<file path="src/rtl/node_port_rx_if.sv">
// Flit type and the point-to-point node_port link between routers.
// Upstream drives flit/enable; the receiver answers with ack.
package node_port_pkg;
  typedef logic [15:0] flit_t;
endpackage

interface node_port;
  import node_port_pkg::*;
  flit_t flit;
  logic  enable;
  logic  ack;

  modport up   (output flit, output enable, input ack);
  modport down (input flit, input enable, output ack);
endinterface

</file>
<file path="src/rtl/node_port_rx.sv">
// Router input port: accepts flits from the node_port link into a small FIFO
// and presents them as a first-word-fall-through valid/ready stream.
module node_port_rx
  import node_port_pkg::*;
#(
  parameter int DEPTH = 4,
  parameter int CNT_W = 16
) (
  input  logic                   clk,
  input  logic                   reset,
  node_port.down                 in,
  output flit_t                  out_flit,
  output logic                   out_valid,
  input  logic                   out_ready,
  output logic [$clog2(DEPTH):0] occupancy,
  output logic [CNT_W-1:0]       rx_count
);

  localparam int AW = $clog2(DEPTH);
  localparam logic [AW:0] FULL = (AW + 1)'(DEPTH);

  flit_t         mem [DEPTH];
  logic [AW-1:0] wr_ptr;
  logic [AW-1:0] rd_ptr;
  logic          push;
  logic          pop;

  // Ack looks only at enable and registered state; a pop never frees a slot
  // in the same cycle, so out_ready has no path to ack.
  assign in.ack    = in.enable & ~reset & (occupancy != FULL);
  assign push      = in.ack;
  assign out_valid = (occupancy != '0);
  assign pop       = out_valid & out_ready;
  assign out_flit  = mem[rd_ptr];

  always_ff @(posedge clk) begin
    if (reset) begin
      wr_ptr    <= '0;
      rd_ptr    <= '0;
      occupancy <= '0;
      rx_count  <= '0;
    end else begin
      if (push) begin
        wr_ptr   <= wr_ptr + 1'b1;
        rx_count <= rx_count + 1'b1;
      end
      if (pop) begin
        rd_ptr <= rd_ptr + 1'b1;
      end
      case ({push, pop})
        2'b10:   occupancy <= occupancy + 1'b1;
        2'b01:   occupancy <= occupancy - 1'b1;
        default: occupancy <= occupancy;
      endcase
    end
  end

  // Storage is not reset; stale entries are never visible because out_valid
  // is derived from occupancy.
  always_ff @(posedge clk) begin
    if (push) begin
      mem[wr_ptr] <= in.flit;
    end
  end

endmodule

</file>
<file path="src/flat_wrapper.sv">
// flat-port wrapper written by rule: the top's interface ports become plain ports
module node_port_rx_flat import node_port_pkg::*;
#(
  parameter int DEPTH = 4,
  parameter int CNT_W = 16
)
  (clk, reset, out_flit, out_valid, out_ready, occupancy, rx_count, in_flit, in_enable, in_ack);
  node_port in_i ();
  input  logic clk;
  input  logic reset;
  output flit_t out_flit;
  output logic out_valid;
  input  logic out_ready;
  output logic [$clog2(DEPTH):0] occupancy;
  output logic [CNT_W-1:0] rx_count;
  input wire logic [$bits(in_i.flit)-1:0] in_flit;
  input wire logic [$bits(in_i.enable)-1:0] in_enable;
  output wire logic [$bits(in_i.ack)-1:0] in_ack;
  assign in_i.flit = in_flit;
  assign in_i.enable = in_enable;
  assign in_ack = in_i.ack;
  node_port_rx #(.DEPTH(DEPTH), .CNT_W(CNT_W)) u_core (.clk(clk), .reset(reset), .in(in_i), .out_flit(out_flit), .out_valid(out_valid), .out_ready(out_ready), .occupancy(occupancy), .rx_count(rx_count));
endmodule
</file>
<file path="config.mk">
export PLATFORM = sky130hd
export DESIGN_NAME = node_port_rx_flat
export DESIGN_NICKNAME = d
export VERILOG_FILES = /design/src/rtl/node_port_rx_if.sv /design/src/rtl/node_port_rx.sv /design/src/flat_wrapper.sv
export SDC_FILE = /design/constraint.sdc
export NUM_CORES = 1
export LEC_CHECK = 0
export ABC_AREA = 0
export ABC_CLOCK_PERIOD_IN_PS = 3600
export BUFFER_PORTS_ARGS = -buffer_cell sky130_fd_sc_hd__buf_2
export CORE_UTILIZATION = 45
export DETAILED_ROUTE_END_ITERATION = 12
export PLACE_DENSITY_LB_ADDON = 0.1
export RECOVER_POWER = 50
export SYNTH_ARGS = -nofsm -noshare
export SYNTH_HDL_FRONTEND = slang
export SYNTH_SLANG_ARGS = --single-unit
</file>
<file path="constraint.sdc">
create_clock -name clk -period 3.6 [get_ports clk]
set_input_delay 0.18 -clock clk [delete_from_list [all_inputs] [get_ports clk]]
set_output_delay 0.18 -clock clk [all_outputs]
set_load 0.01 [all_outputs]
</file>
==> flow_summary.ini <==
[die]
coreArea_mm2 = 0.00741
fp.dieH_um = 90.6
start_util_pct = 47.7
die_w_um = 90.6
core.rowCount = 31
io_pins = 57
dieArea_mm2 = 0.00822

[finish]
layout.nets = 300
mostFrequentLayoutCells = edfxtp_1, clkbuf_1, dfxtp_1
drive_above_1_share_pct = 20.9
final_common_cell = edfxtp_1
fin_area_mm2 = 0.00403
fillers = 620
area_growth_pct = 13.8
num_antenna_cells = 0
layout.cells.non_filler = 377

[global_route]
grt-ovfl-total = 0
grt_pass1_vias = 1884
grt_max_degree = 24
grt_pass1_wl_um = 9420
antenna_found_initial = 0
grtUsageTotal_pct = 15.2

[hold_path]
whs_path_depth = 1
hp-class = in -> reg

[power_and_ir_drop]
p_int_mw = 1.73
p_clk_share_pct = 28.7
p_leak_nw = 1.33
combPwrFrac_pct = 20.6
p_sw_mw = 0.643
vdd_drop_max_v = 0.000328
p_seq_share_pct = 50.7
power_density_mw_per_mm2 = 590
p_sw_share_pct = 27.1

[worst_setup_path]
worstSetupPathType = reg -> reg
r2r_slack_ns = 0.92
crit_buf_inv = 2
worstPathCellList = or3b_1 -> and3_1 -> inv_1 -> ha_1 -> inv_1 -> fa_1 -> xor2_1 -> or3_1 -> a21oi_1
worst-path-stages = 9
cpPeakStageDelay_ns = 0.50
cp-start-kind = register
reg2regPathDepth = 9
crit_path_end_kind = register
crit_family = simple AND/OR/NAND/NOR gates
slowest_stage = or3b_1
path_max_fanout = 12
critPathArrivalTime_ns = 2.96
worstPathRequired_ns = 3.88
critPathMostFrequentCell = inv_1

[timing]
max_freq_mhz = 374
worstMarginPinSlew_ns = 0.809
clock_skew_ns = 0.00527
post-route-period-util_pct = 74.3
whs_ns = 0.0803
slew-limit-headroom_pct = 46.0
rsz0062_at_grt = no
drv_slew = 0
tns_ns = 0
hold_viol = 0
finalCriticalPeriod_ns = 2.68
setup_viol = 0

[clock_network]
cts_repair_resize_count = 0
cts_buffers = 9
cts_tree = done
clock_tree.root_cell = clkbuf_8
clk_pin_slew_ns = 0.09
holdBufCountCts = 0
clk_path_buf_depth = 2
cts_num_sinks = 89
clock_latency_ns = 0.35
cts_setup_buffers = 0
htreeDepth = 3

[flow_run]
drv_cap = 0

[yosys]
synth_top_area_share_pct = 54.4
ys_ff_latch = 89
syn_area_mm2 = 0.00354
synthTopCellsByArea = edfxtp_1, dfxtp_1, mux4_2
synth_cell_types = 39
yosysWarnings = 0
syn-num-nets = 242
syn_inst = 215
yosysSeqAreaShare_pct = 68.5
synth.avg_cell_area_um2 = 16.4
yosys.area.top_type = edfxtp_1

[drt]
drc = 0
drt_iter0_drc = 103
viasPerCell = 5.12
ant_nets = 0
vias = 1931
wire_per_inst_um = 15.2
drtPass1Iterations = 4
totalWireLength_um = 5740

[placed_design]
placed_cells = 361
gp_congestion = 0.742
io_buffer_count = 56
hpwl_um = 3760
post_dp_cell_area_mm2 = 0.00388

[outcome]
status = completed
## stage by stage
stage,power [mW],util [%],setup WS (ns)
after detailed placement,1.74,52.3,1.08
final,2.38,54.3,0.925
after global routing,2.50,54.3,0.693
after CTS,2.42,55.0,1.05
after global placement,1.74,52.3,1.12
after floorplan,1.59,-,1.01
## power groups by stage
| stage | clock, mW | sequential [mW] | combinational (mW) |
|---|---|---|---|
| finish | 0.681 | 1.21 | 0.489 |
| global route | 0.746 | 1.22 | 0.543 |
| CTS | 0.704 | 1.21 | 0.514 |
| detailed placement | 0 | 1.23 | 0.512 |
| global placement | 0 | 1.23 | 0.508 |
| floorplan | 0 | 1.22 | 0.367 |
## registers in the layout (all words and copies together), names as in the netlist, named ones only
register,flops
u_core.mem,64
u_core.occupancy,3
u_core.rd_ptr,2
u_core.rx_count,16
u_core.wr_ptr,2
## layer usage
layer | global-route usage, % | part of all wire, %
met5 | 0 | 0
met4 | 5.11 | 0.82
met3 | 4.97 | 4.1
met2 | 25.5 | 51
met1 | 18.5 | 44
## synthesized netlist by cell type, drive strengths merged
cell / instances
dfxtp: 25
nand2: 9
edfxtp: 64
xnor2: 4
and3b: 1
o41ai: 2
xor2: 8
o21ai: 4
inv: 8
o311ai: 2
buf: 7
or3b: 1
and4: 3
o31a: 1
or4: 3
and3: 3
and4b: 1
o31ai: 5
nand3: 7
nand4: 1
ha: 6
fa: 1
nor2: 14
or3: 4
o211ai: 1
a21oi: 7
and2: 4
mux4: 16
clkbuf: 3
## logic make-up (layout without fill, tap and decap cells)
logic type,Yosys count,in the layout,synth area share (%)
XOR/XNOR,12,12,2.97
multiplexers,16,16,10.2
flip-flops,89,89,68.5
adder cells (fa/ha/maj),7,7,2.69
AO/OA/AOI/OAI,22,22,4.46
buffers and inverters,18,81,2.83
AND/OR/NAND/NOR,51,51,8.35
## cell type report
type	count	area [um^2]	area share (%)
repair buffers	57	243	6.03
inverters	8	30.0	0.746
well taps	99	124	3.08
clock inverters	6	72.6	1.80
multi-input cells	108	1010	25.0
clock buffers	10	128	3.17
flip-flops and latches	89	2420	60.2
## path summary, 6_finish.rpt
check | from | to
min | in_flit[10] | u_core.mem[1][10]
min reg2reg | u_core.rx_count[15] | u_core.rx_count[15]
max reg2reg | u_core.occupancy[2] | u_core.occupancy[2]
max | u_core.occupancy[2] | u_core.occupancy[2]
(Power assumes the default switching activity.)
